$ cat src/rtl/multicycle_ctrl.sv
// Multi-cycle RV32I control sequencer: FETCH/DECODE/EXECUTE/MEM/WB with a sticky TRAP,
// driving datapath controls, PC/IR enables, memory handshakes and a retired-instruction counter.
module multicycle_ctrl (
    input  logic        clk,
    input  logic        rst_n,
    input  logic [31:0] instr_code,
    input  logic        branch_taken,
    input  logic        imem_ready,
    input  logic        dmem_ready,
    output logic        imem_req,
    output logic        ir_load,
    output logic        pc_en,
    output logic        ALUSrc_A,
    output logic        ALUSrc_B,
    output logic        RegWrite,
    output logic        Branch,
    output logic [1:0]  PCSrc,
    output logic [3:0]  ALUControl,
    output logic [1:0]  MemtoReg,
    output logic        dmem_req,
    output logic        dmem_we,
    output logic        illegal_instr,
    output logic [31:0] instret
);

    localparam logic [3:0] ALU_ADD  = 4'd0;
    localparam logic [3:0] ALU_SUB  = 4'd1;
    localparam logic [3:0] ALU_SLL  = 4'd2;
    localparam logic [3:0] ALU_SLT  = 4'd3;
    localparam logic [3:0] ALU_SLTU = 4'd4;
    localparam logic [3:0] ALU_XOR  = 4'd5;
    localparam logic [3:0] ALU_SRL  = 4'd6;
    localparam logic [3:0] ALU_SRA  = 4'd7;
    localparam logic [3:0] ALU_OR   = 4'd8;
    localparam logic [3:0] ALU_AND  = 4'd9;

    localparam logic [6:0] OP_R      = 7'b0110011;
    localparam logic [6:0] OP_I      = 7'b0010011;
    localparam logic [6:0] OP_LUI    = 7'b0110111;
    localparam logic [6:0] OP_AUIPC  = 7'b0010111;
    localparam logic [6:0] OP_JAL    = 7'b1101111;
    localparam logic [6:0] OP_JALR   = 7'b1100111;
    localparam logic [6:0] OP_BRANCH = 7'b1100011;
    localparam logic [6:0] OP_LOAD   = 7'b0000011;
    localparam logic [6:0] OP_STORE  = 7'b0100011;

    typedef enum logic [2:0] {
        S_FETCH, S_DECODE, S_EXECUTE, S_MEM, S_WB, S_TRAP
    } state_t;

    typedef enum logic [3:0] {
        C_R, C_I, C_LUI, C_AUIPC, C_JAL, C_JALR, C_B, C_LOAD, C_STORE
    } cls_t;

    state_t      state_q;
    cls_t        cls_q, cls_d;
    logic [3:0]  alu_q, alu_d;
    logic        legal_d;
    logic [31:0] instret_q;

    logic        imem_req_s, ir_load_s, pc_en_s, alu_a_s, alu_b_s, reg_write_s, branch_s;
    logic [1:0]  pc_src_s, mem_to_reg_s;
    logic [3:0]  alu_ctl_s;
    logic        dmem_req_s, dmem_we_s, illegal_s;

    logic [6:0]  opcode_s;
    logic [2:0]  funct3_s;
    logic [6:0]  funct7_s;
    logic        unused_fields_s;

    assign opcode_s        = instr_code[6:0];
    assign funct3_s        = instr_code[14:12];
    assign funct7_s        = instr_code[31:25];
    assign unused_fields_s = ^{instr_code[24:15], instr_code[11:7]};

    function automatic logic [3:0] alu_map(input logic [2:0] f3, input logic alt);
        logic [3:0] code;
        case (f3)
            3'b000:  code = alt ? ALU_SUB : ALU_ADD;
            3'b001:  code = ALU_SLL;
            3'b010:  code = ALU_SLT;
            3'b011:  code = ALU_SLTU;
            3'b100:  code = ALU_XOR;
            3'b101:  code = alt ? ALU_SRA : ALU_SRL;
            3'b110:  code = ALU_OR;
            3'b111:  code = ALU_AND;
            default: code = ALU_ADD;
        endcase
        return code;
    endfunction

    // Instruction classification and ALU code, captured at the end of DECODE
    always_comb begin
        cls_d   = C_R;
        alu_d   = ALU_ADD;
        legal_d = 1'b1;
        case (opcode_s)
            OP_R: begin
                cls_d   = C_R;
                alu_d   = alu_map(funct3_s, funct7_s[5]);
                legal_d = (funct7_s == 7'b0000000) || (funct7_s == 7'b0100000);
            end
            OP_I: begin
                cls_d = C_I;
                alu_d = alu_map(funct3_s, (funct3_s == 3'b101) ? instr_code[30] : 1'b0);
            end
            OP_LUI:    cls_d = C_LUI;
            OP_AUIPC:  cls_d = C_AUIPC;
            OP_JAL:    cls_d = C_JAL;
            OP_JALR:   cls_d = C_JALR;
            OP_BRANCH: begin
                cls_d   = C_B;
                alu_d   = ALU_SUB;
                legal_d = (funct3_s != 3'b010) && (funct3_s != 3'b011);
            end
            OP_LOAD:   cls_d = C_LOAD;
            OP_STORE:  cls_d = C_STORE;
            default:   legal_d = 1'b0;
        endcase
    end

    // Sequencer state and registered decode fields
    always_ff @(posedge clk or negedge rst_n) begin
        if (!rst_n) begin
            state_q <= S_FETCH;
            cls_q   <= C_R;
            alu_q   <= ALU_ADD;
        end else begin
            case (state_q)
                S_FETCH: begin
                    if (imem_ready) state_q <= S_DECODE;
                    else            state_q <= S_FETCH;
                end
                S_DECODE: begin
                    cls_q   <= cls_d;
                    alu_q   <= alu_d;
                    state_q <= legal_d ? S_EXECUTE : S_TRAP;
                end
                S_EXECUTE: begin
                    if (cls_q == C_LOAD || cls_q == C_STORE) state_q <= S_MEM;
                    else                                     state_q <= S_FETCH;
                end
                S_MEM: begin
                    if (!dmem_ready)           state_q <= S_MEM;
                    else if (cls_q == C_STORE) state_q <= S_FETCH;
                    else                       state_q <= S_WB;
                end
                S_WB:    state_q <= S_FETCH;
                S_TRAP:  state_q <= S_TRAP;
                default: state_q <= S_FETCH;
            endcase
        end
    end

    // Control outputs per state; ir_load and the MEM exit follow the ready inputs
    always_comb begin
        imem_req_s   = 1'b0;
        ir_load_s    = 1'b0;
        pc_en_s      = 1'b0;
        alu_a_s      = 1'b0;
        alu_b_s      = 1'b0;
        reg_write_s  = 1'b0;
        branch_s     = 1'b0;
        pc_src_s     = 2'b00;
        alu_ctl_s    = ALU_ADD;
        mem_to_reg_s = 2'b00;
        dmem_req_s   = 1'b0;
        dmem_we_s    = 1'b0;
        illegal_s    = 1'b0;
        case (state_q)
            S_FETCH: begin
                imem_req_s = 1'b1;
                ir_load_s  = imem_ready;
            end
            S_DECODE: begin
                imem_req_s = 1'b0;
            end
            S_EXECUTE: begin
                pc_en_s   = (cls_q != C_LOAD) && (cls_q != C_STORE);
                alu_ctl_s = alu_q;
                case (cls_q)
                    C_R:     reg_write_s = 1'b1;
                    C_I: begin
                        alu_b_s     = 1'b1;
                        reg_write_s = 1'b1;
                    end
                    C_LUI: begin
                        reg_write_s  = 1'b1;
                        mem_to_reg_s = 2'b11;
                    end
                    C_AUIPC: begin
                        alu_a_s     = 1'b1;
                        alu_b_s     = 1'b1;
                        reg_write_s = 1'b1;
                    end
                    C_JAL: begin
                        reg_write_s  = 1'b1;
                        mem_to_reg_s = 2'b10;
                        pc_src_s     = 2'b10;
                    end
                    C_JALR: begin
                        alu_b_s      = 1'b1;
                        reg_write_s  = 1'b1;
                        mem_to_reg_s = 2'b10;
                        pc_src_s     = 2'b11;
                    end
                    C_B: begin
                        branch_s = 1'b1;
                        pc_src_s = branch_taken ? 2'b01 : 2'b00;
                    end
                    C_LOAD, C_STORE: alu_b_s = 1'b1;
                    default:         alu_ctl_s = ALU_ADD;
                endcase
            end
            S_MEM: begin
                alu_b_s    = 1'b1;
                alu_ctl_s  = alu_q;
                dmem_req_s = 1'b1;
                dmem_we_s  = (cls_q == C_STORE);
                pc_en_s    = (cls_q == C_STORE) && dmem_ready;
            end
            S_WB: begin
                reg_write_s  = 1'b1;
                mem_to_reg_s = 2'b01;
                pc_en_s      = 1'b1;
            end
            S_TRAP:  illegal_s = 1'b1;
            default: illegal_s = 1'b0;
        endcase
    end

    // Reset forces every output low immediately, even though the state register sits in FETCH
    assign imem_req      = rst_n & imem_req_s;
    assign ir_load       = rst_n & ir_load_s;
    assign pc_en         = rst_n & pc_en_s;
    assign ALUSrc_A      = rst_n & alu_a_s;
    assign ALUSrc_B      = rst_n & alu_b_s;
    assign RegWrite      = rst_n & reg_write_s;
    assign Branch        = rst_n & branch_s;
    assign PCSrc         = rst_n ? pc_src_s : 2'b00;
    assign ALUControl    = rst_n ? alu_ctl_s : 4'd0;
    assign MemtoReg      = rst_n ? mem_to_reg_s : 2'b00;
    assign dmem_req      = rst_n & dmem_req_s;
    assign dmem_we       = rst_n & dmem_we_s;
    assign illegal_instr = rst_n & illegal_s;

    // Retired-instruction counter, wraps naturally at 2^32
    always_ff @(posedge clk or negedge rst_n) begin
        if (!rst_n)       instret_q <= 32'd0;
        else if (pc_en_s) instret_q <= instret_q + 32'd1;
        else              instret_q <= instret_q;
    end

    assign instret = instret_q;

endmodule

$ cat config.mk
export PLATFORM = sky130hd
export DESIGN_NAME = multicycle_ctrl
export DESIGN_NICKNAME = d
export VERILOG_FILES = /design/src/rtl/multicycle_ctrl.sv
export SDC_FILE = /design/constraint.sdc
export NUM_CORES = 1
export LEC_CHECK = 0
export BUFFER_PORTS_ARGS = -buffer_cell sky130_fd_sc_hd__clkbuf_2
export CAP_MARGIN = 40
export CELL_PAD_IN_SITES_DETAIL_PLACEMENT = 1
export CELL_PAD_IN_SITES_GLOBAL_PLACEMENT = 1
export CORE_ASPECT_RATIO = 1.75
export CORE_UTILIZATION = 41
export CTS_BUF_LIST = sky130_fd_sc_hd__clkbuf_16
export DETAILED_ROUTE_END_ITERATION = 6
export GPL_ROUTABILITY_DRIVEN = 0
export PLACE_DENSITY_LB_ADDON = 0.2
export SLEW_MARGIN = 10
export SYNTH_ARGS = -nofsm -noshare
export SYNTH_HDL_FRONTEND = slang
export SYNTH_SLANG_ARGS = --single-unit
$ cat constraint.sdc
create_clock -name clk -period 7.4 [get_ports clk]
set_clock_uncertainty 0.2 [all_clocks]
set_input_delay 1.11 -clock clk [delete_from_list [all_inputs] [get_ports clk]]
set_output_delay 1.11 -clock clk [all_outputs]
set_load 0.05 [all_outputs]
=== Word level (Yosys, flattened, before mapping) ===
Index checks and enable logic that the tools add are counted.

* Bits in registers: 43
* Latch bits: 0
* Bits in writable memories: 0
* Bits in read-only memories: 0
* Bits of input ports: 37
* Output and inout port bits: 50
* Memories: 0

* Add/subtract/negate cells: 1
* Multiply operators: 0
* Div/mod/pow operators: 0
* Order comparisons: 0
* Equality and inequality tests: 34
* Shift operators: 0
* Muxes and demuxes: 40
* Bitwise operators: 10
* Reduce and logical (&&, ||, !) cells: 14

{| class="wikitable"
|+ Operators with widths
! kind !! number
|-
| case mux 4 bit (8 select lines) || 3
|-
| adder 32 x 1 -> 32 bit (second input constant) || 1
|-
| equality test 7 x 6 -> 1 bit (second input constant) || 4
|-
| equality test 7 bit (second input constant) || 3
|-
| equality test 3 bit (second input constant) || 6
|-
| two-way mux 1 bit || 18
|-
| equality test 4 x 3 -> 1 bit (second input constant) || 4
|-
| case mux 3 bit (5 select lines) || 1
|-
| equality test 7 x 5 -> 1 bit (second input constant) || 2
|-
| equality test 3 x 2 -> 1 bit (second input constant) || 4
|-
| case mux 4 bit (3 select lines) || 1
|-
| AND 1 bit || 10
|-
| two-way mux 3 bit || 3
|-
| OR reduction 9 bit || 1
|-
| equality test 4 x 2 -> 1 bit (second input constant) || 2
|-
| two-way mux 2 bit || 4
|-
| two-way mux 4 bit || 2
|-
| case mux 2 bit (2 select lines) || 2
|-
| case mux 4 bit (2 select lines) || 1
|-
| equality test 7 x 2 -> 1 bit (second input constant) || 1
|-
| zero test 7 bit || 1
|-
| OR reduction 7 bit || 1
|-
| equality test 3 x 1 -> 1 bit (second input constant) || 2
|-
| zero test 3 bit || 2
|-
| other kinds (14) || 20
|}

=== Longest topological paths before layout ===
Gate-level depths: netlist (run 1).

* Word-level depth: 5
* Mapped depth: 7
* Mapped depth without buffers: 5

=== Worst setup path after synthesis (run 1) ===
No wires, ideal clock.

* Path type: in2out
* Start point: input rst_n
* End point: output Branch
* Arrival time: 2.596 ns
* Setup slack: 3.494 ns
* Stages: 3
* Buffers on the path: 0
* Cell sequence: nor2b_1 nand3_1 nor3b_1

* Longest elaborated chain between the ends: 1

{| class="wikitable"
|+ RTL lines
! element !! RTL line !! RTL
|-
| start, declared || 5 || <nowiki>input logic rst_n,</nowiki>
|-
| AND 1 bit || 239 || <nowiki>assign Branch = rst_n & branch_s;</nowiki>
|-
| end, declared || 16 || <nowiki>output logic Branch,</nowiki>
|}

Every way passes these cells.

=== Worst setup path after layout (run 1) ===
* Start point: register cls_q[1]
* End point: output pc_en

* Longest elaborated chain between the ends: 4
* Elaborated cells between the ends (all ways): 7
* Classes of those cells: eq/ne (3); mux (1); bitwise (1); reduce/logical (2)

{| class="wikitable"
|+ RTL lines
! element !! RTL line !! RTL
|-
| start, declared || 56 || <nowiki>cls_t cls_q, cls_d;</nowiki>
|-
| start signal, assigned || 135 || <nowiki>cls_q <= cls_d;</nowiki>
|-
| equality test 4 bit (tied with other cells) || 220 || <nowiki>pc_en_s = (cls_q == C_STORE) && dmem_ready;</nowiki>
|-
| logical AND 1 bit, on equally long branches || 220, 179 ||
|-
| case mux 1 bit (3 select lines) (*) || 170 || <nowiki>case (state_q)</nowiki>
|-
| AND 1 bit (*) || 235 || <nowiki>assign pc_en = rst_n & pc_en_s;</nowiki>
|-
| end, declared || 12 || <nowiki>output logic pc_en,</nowiki>
|}

Every way passes the cells marked *; elsewhere a longest branch is shown, timed or not.

==> metrics.txt, run 1 <==
status=completed; Syn Inst Count=280; share of layout cells above drive strength 1=0.3035; final std cells w/o fill=428; CTS resizes=0; Syn-to-layout area delta=20.35%; initial drt markers=136; IO Pins=87; Rows=39; Final Hold Slack=0.2701 ns; syn nets=318; Internal=415.9 uW; final slew viol count=0; Bufs and invs on worst path=1; min Tclk post-route=4.022 ns; Global Route Usage Sum=0.2160; full die area=7062 sq um; CTS Buffer Depth=2; sw power=128.6 uW; # nets final=383; cell at the slowest stage of the critical path=or4b_1; CTS Buf Count=5; GRT overflow=0; maximum fanout along the worst path=31; critical path endpoint category=primary output; crit-path cells=or4b_1, o32a_4, nand2_1, and2_1, clkbuf_2; Post-Syn Area=2754 sq um; initial antenna violation count=0; Lkg Pwr=1.364 nW; DP Cell Count=420; drt first pass iters=4; Flop pwr share=0.456; Crit Path Category=register to primary output; ant diodes=0; Synth warnings=0; WP data arrival=2.71 ns; Buffers on Ports=71; register area share after synthesis=0.3907; logic gate share of total power=0.088; DP HPWL=5.184 mm; crit-path max cell delay=0.69 ns; largest net degree at the start of global routing=49; worst endpoint required time=6.09 ns; sw frac=0.2362; Die W=63.96 um; routed wire length=7.039 mm; Critical Path Source Type=register; EDFF count, synth=0; CTS tree=built; Synth async-reset ratio=1.000; Final setup viols=0; first-pass GRT wire length=12.14 mm; hold buffer count at CTS=0; H-Tree Depth=2; ys flop type=dfrtp_1; Clock Tree Root=clkbuf_16; Max-slew headroom=0.5224; detailed-route wire length per cell=16.45 um; final core occ=0.5107; initial core utilization=0.4243; Top delay family on crit path=simple AND/OR/NAND/NOR gates; Max Cap Viol=0; clock sinks=43; RSZ-0062 raised after global routing=false; Setup Buffers After CTS=0; Final Hold Vio Count=0; core area=6490 sq um; Tot Pwr=544.5 uW; clock latency on the worst-skew pair=0.28 ns; worst ir drop on vdd=0.1003 mV; drc violations=0; Yosys reg bits=43; Antenna Nets Post-Route=0; PwrDens=164.3 nW/um^2; routed vias=2409; worst min path class=register to register; slew of the pin with the lowest slew margin=0.7165 ns; Setup TNS=0 ns; clock network power share=0.456; Max Clock Freq=248.6 MHz; vias per cell=5.629; syn_area_per_cell=9.835 sq um; vias in the first global route=2530; Die Span Y=110.4 um; post-synth cell types=50; Reg clk slew, reported paths=0.06 ns; Final period util=0.5436
[power by group through the flow]
| stage | sequential (mW) | clock [mW] | combinational [mW] |
|---|---|---|---|
| after floorplan | 0.251 | 0 | 0.0300 |
| after global placement | 0.252 | 0 | 0.0478 |
| after detailed placement | 0.253 | 0 | 0.0490 |
| after CTS | 0.249 | 0.254 | 0.0492 |
| after global routing | 0.250 | 0.260 | 0.0543 |
| final | 0.249 | 0.248 | 0.0478 |
[cells in the mapped netlist (4+ instances only)]
| library cell | count | area, sq um |
|---|---|---|
| dfrtp_1 | 43 | 1076 |
| nand2_1 | 38 | 142.6 |
| xor2_1 | 29 | 254.0 |
| nand3_1 | 17 | 85.08 |
| a2111oi_2 | 14 | 210.2 |
| nor2_1 | 11 | 41.29 |
| a211oi_1 | 10 | 75.07 |
| and2_1 | 9 | 56.30 |
| clkbuf_1 | 9 | 33.78 |
| and3_1 | 8 | 50.05 |
| nand4_1 | 8 | 50.05 |
| inv_1 | 7 | 26.28 |
| a21oi_1 | 5 | 25.02 |
| a31oi_1 | 5 | 31.28 |
| nand2b_1 | 5 | 31.28 |
| mux2_2 | 4 | 45.04 |
| nor3_1 | 4 | 20.02 |
| o21ai_0 | 4 | 20.02 |
| o31ai_1 | 4 | 30.03 |
[logic make-up (layout without fill, tap and decap cells)]
logic type,count (synthesis),in the layout,share of synthesized area
AO/OA/AOI/OAI,58,58,0.2172
XOR/XNOR,31,31,0.09859
adder cells (fa/ha/maj),1,1,0.004543
buffers and inverters,24,90,0.04225
flip-flops,43,43,0.3907
multiplexers,6,6,0.02362
AND/OR/NAND/NOR,117,117,0.2231
[cells in the final DEF, fill, tap and decap left out, types with 2 or more instances in the layout]
cell type  count
and3_1         8
xnor2_1        2
nand4_1        8
mux2i_1        2
buf_4          2
a2111oi_2     14
clkbuf_16      5
clkinv_1       2
a21boi_0       2
o21ai_0        4
dfrtp_1       43
a31oi_1        5
nand2b_1       5
nor2b_1        3
mux2_2         4
o31ai_1        4
nand2_1       38
nand3_1       17
xor2_1        29
nor2_1        11
and2_1         9
a211oi_1      10
and4_1         3
clkbuf_2      71
a21oi_1        5
a2111oi_4      3
inv_1          7
nor3_1         4
o211ai_1       2
nor4b_1        2
[final cells by class]
| cell class | count | area, sq um |
|---|---|---|
| inverters | 8 | 30.03 |
| clock inverters | 3 | 38.79 |
| flip-flops and latches | 43 | 1076 |
| multi-input cells | 213 | 1562 |
| repair buffers | 74 | 380.4 |
| well taps | 82 | 102.6 |
| clock buffers | 5 | 125.1 |
| fillers | 745 | 3176 |
[stage by stage]
stage | worst slack (ns) | cell area [sq um]
2_1_floorplan | 3.494 | 2754
3_3_place_gp | 3.307 | 3141
3_5_place_dp | 3.312 | 3151
4_1_cts | 3.287 | 3314
5_1_grt | 3.100 | 3314
6_report | 3.378 | 3314
[state kept, by name, summed over array words and instances, names as in the netlist]
register  flops
alu_q         4
state_q       3
instret      32
cls_q         4
[routing by layer]
layer,vias up,track usage,part of all wire
li1,1161,-,-
met1,1189,0.2495,0.39
met2,55,0.4000,0.58
met3,4,0.02686,0.026
met4,0,0.06515,0.0092
met5,-,0,0
[worst paths after layout]
path | from | to | slack [ns] | cells after the start
max | cls_q[1] | pc_en | 3.38 | 5
min | instret[31] | instret[31] | 0.27 | 1
max reg2reg | cls_q[1] | instret[5] | 4.60 | 4
min reg2reg | instret[31] | instret[31] | 0.27 | 1
max in group asynchronous | rst_n | alu_q[0] | 5.87 | 2
min in group asynchronous | rst_n | instret[28] | 0.72 | 2
Power figures use the tool's default switching activity.
==> run 2, diff against run 1 <==
--- a/config.mk
+++ b/config.mk
@@ -10,7 +10,7 @@
 export CELL_PAD_IN_SITES_DETAIL_PLACEMENT = 1
 export CELL_PAD_IN_SITES_GLOBAL_PLACEMENT = 1
 export CORE_ASPECT_RATIO = 1.75
-export CORE_UTILIZATION = 41
+export CORE_UTILIZATION = 35
 export CTS_BUF_LIST = sky130_fd_sc_hd__clkbuf_16
 export DETAILED_ROUTE_END_ITERATION = 6
 export GPL_ROUTABILITY_DRIVEN = 0
==> constraint.sdc (replaced) <==
create_clock -name clk -period 3.26 [get_ports clk]
set_clock_uncertainty 0.2 [all_clocks]
set_input_delay 0.489 -clock clk [delete_from_list [all_inputs] [get_ports clk]]
set_output_delay 0.489 -clock clk [all_outputs]
set_load 0.05 [all_outputs]
==> run 2 against run 1 <==
- wire length rose by 3.9%
- clock-buffer cell count unchanged
- register-to-register slack lost 4.1 ns
- utilization is 7.2 points lower
- global-route usage down 3.2 points
==> metrics.txt, run 2 (synthesis gave the netlist of run 1 again) <==
Max-slew headroom=0.5310 (+0.008601); commonest cells after routing, fill and taps aside=71 x clkbuf_2, 43 x dfrtp_1, 38 x nand2_1, 29 x xor2_1, 17 x nand3_1; placed cell areas=3186 sq um (+1.1%); Max Cap Viol=0 (unchanged); CTS resizes=0 (unchanged); Antenna Nets Post-Route=0 (unchanged); initial antenna violation count=0 (unchanged); worst endpoint required time=2.57 ns (-3.52 ns); Max Clock Freq=331.9 MHz; crit-path cells=or4b_1, o32a_4, nand2_1, and2_1, clkbuf_2; routed wire length=7.314 mm (+3.9%); PwrDens=347.4 nW/um^2 (+110%); cell at the slowest stage of the critical path=or4b_1; detailed-route wire length per cell=16.74 um (+1.8%); final core occ=0.4387 (-0.07204); Reg clk slew, reported paths=0.06 ns (about the same); drc violations=0 (unchanged); Global Route Usage Sum=0.1841 (-0.03185); share of layout cells above drive strength 1=0.3095 (+0.005987); vias per cell=5.622 (-0.11%); routed vias=2457 (+2.0%); Final period util=0.9242; DP Cell Count=430 (+2.4%); largest net degree at the start of global routing=31 (-37%); status=completed; IO Pins=87 (unchanged); full die area=8241 sq um (+17%); Crit Path Category=register to primary output; Die W=69.06 um (+8.0%); clock sinks=43 (unchanged); H-Tree Depth=2 (unchanged); worst min path class=input pin to asynchronous set/reset pin; Setup TNS=0 ns (unchanged); setup slack, reg-to-reg=0.49 ns (-4.11 ns); initial core utilization=0.3639 (-0.06041); Clock Tree Root=clkbuf_16; Die Span Y=119.3 um (+8.1%); # nets final=387 (+1.0%); Lkg Pwr=1.369 nW (+0.33%); critical path endpoint category=primary output; hold buffer count at CTS=0 (unchanged); Top delay family on crit path=simple AND/OR/NAND/NOR gates; first-pass GRT wire length=12.27 mm (+1.1%); register area=1076 sq um (unchanged); RSZ-0062 raised after global routing=false; slew of the pin with the lowest slew margin=0.7036 ns (-0.01290 ns); initial drt markers=101 (-26%); CTS tree=built; crit-path max cell delay=0.65 ns (-0.04 ns); CTS Buffer Depth=2 (unchanged); core area=7567 sq um (+17%); final std cells w/o fill=437 (+2.1%); Critical Path Source Type=register; filler cell count=913 (+23%); Rows=42 (+7.7%); worst ir drop on vdd=0.1956 mV (+95%); Setup Buffers After CTS=0 (unchanged); min Tclk post-route=3.013 ns; worst r2r path cells=5 (+1); most common cell after layout, fill and taps aside=clkbuf_2; max reg flops=32 (unchanged); drt first pass iters=4 (unchanged); Bufs and invs on worst path=1 (unchanged); CTS Buf Count=5 (unchanged); fin area=3319 sq um (+0.15%); WP data arrival=2.32 ns (-0.39 ns); clock latency on the worst-skew pair=0.28 ns (about the same); Buffers on Ports=71 (unchanged); Final Hold Vio Count=0 (unchanged); ant diodes=0 (unchanged); final slew viol count=0 (unchanged); Crit path depth=5 (unchanged); maximum fanout along the worst path=9 (-71%); Final setup viols=0 (unchanged); GRT overflow=0 (unchanged); Syn-to-layout area delta=20.54%; vias in the first global route=2548 (+0.71%); DP HPWL=5.505 mm (+6.2%); multi-input combinational cell area=1562 sq um (unchanged)
-- run 2: cell count changes in the layout (fill, tap and decap cells not counted) --
cell / change
clkdlybuf4s18_2: -1
buf_4: +5
bufinv_16: -1
-- run 2: power breakdown --
part,total [mW],internal (mW),leakage (nW),switching (mW)
Combinational,0.123,0.0449,0.897,0.0783
Clock,0.473,0.275,0.0671,0.198
Sequential,0.557,0.546,0.404,0.0103
-- run 2: cell type report --
type,instances,share of cell area
clock buffers,5,0.03769
clock inverters,2,0.002639
inverters,8,0.009046
multi-input cells,213,0.4704
flip-flops and latches,43,0.3242
well taps,88,0.03317
repair buffers,78,0.1229
-- run 2: through the flow --
| stage | power, mW | setup WS (ns) | hold WS [ns] |
|---|---|---|---|
| after floorplan | 0.6389 | 0.3454 | -0.006591 |
| after global placement | 0.6889 | 0.5279 | 0.2551 |
| after detailed placement | 0.6930 | 0.5015 | 0.2585 |
| after CTS | 1.172 | 0.2235 | 0.1059 |
| after global routing | 1.206 | 0.1705 | 0.1177 |
| final | 1.153 | 0.2472 | 0.09353 |
-- run 2: per-layer routing --
| metal | part of all wire | wire length [um] | vias up | GRT usage |
|---|---|---|---|---|
| met4 | 0.013 | 95 | 0 | 0.05740 |
| met3 | 0.030 | 223 | 5 | 0.03130 |
| li1 | - | - | 1173 | - |
| met1 | 0.38 | 2743 | 1225 | 0.1877 |
| met5 | 0 | 0 | - | 0 |
| met2 | 0.58 | 4251 | 54 | 0.3671 |
-- run 2: worst paths after layout --
path | from | to
worst max-delay path | cls_q[2] | pc_en
worst min-delay path | rst_n | instret[26]
worst max register to register | cls_q[2] | instret[5]
worst min register to register | instret[31] | instret[31]
max in group asynchronous | rst_n | instret[10]
min in group clk | instr_code[3] | cls_q[1]
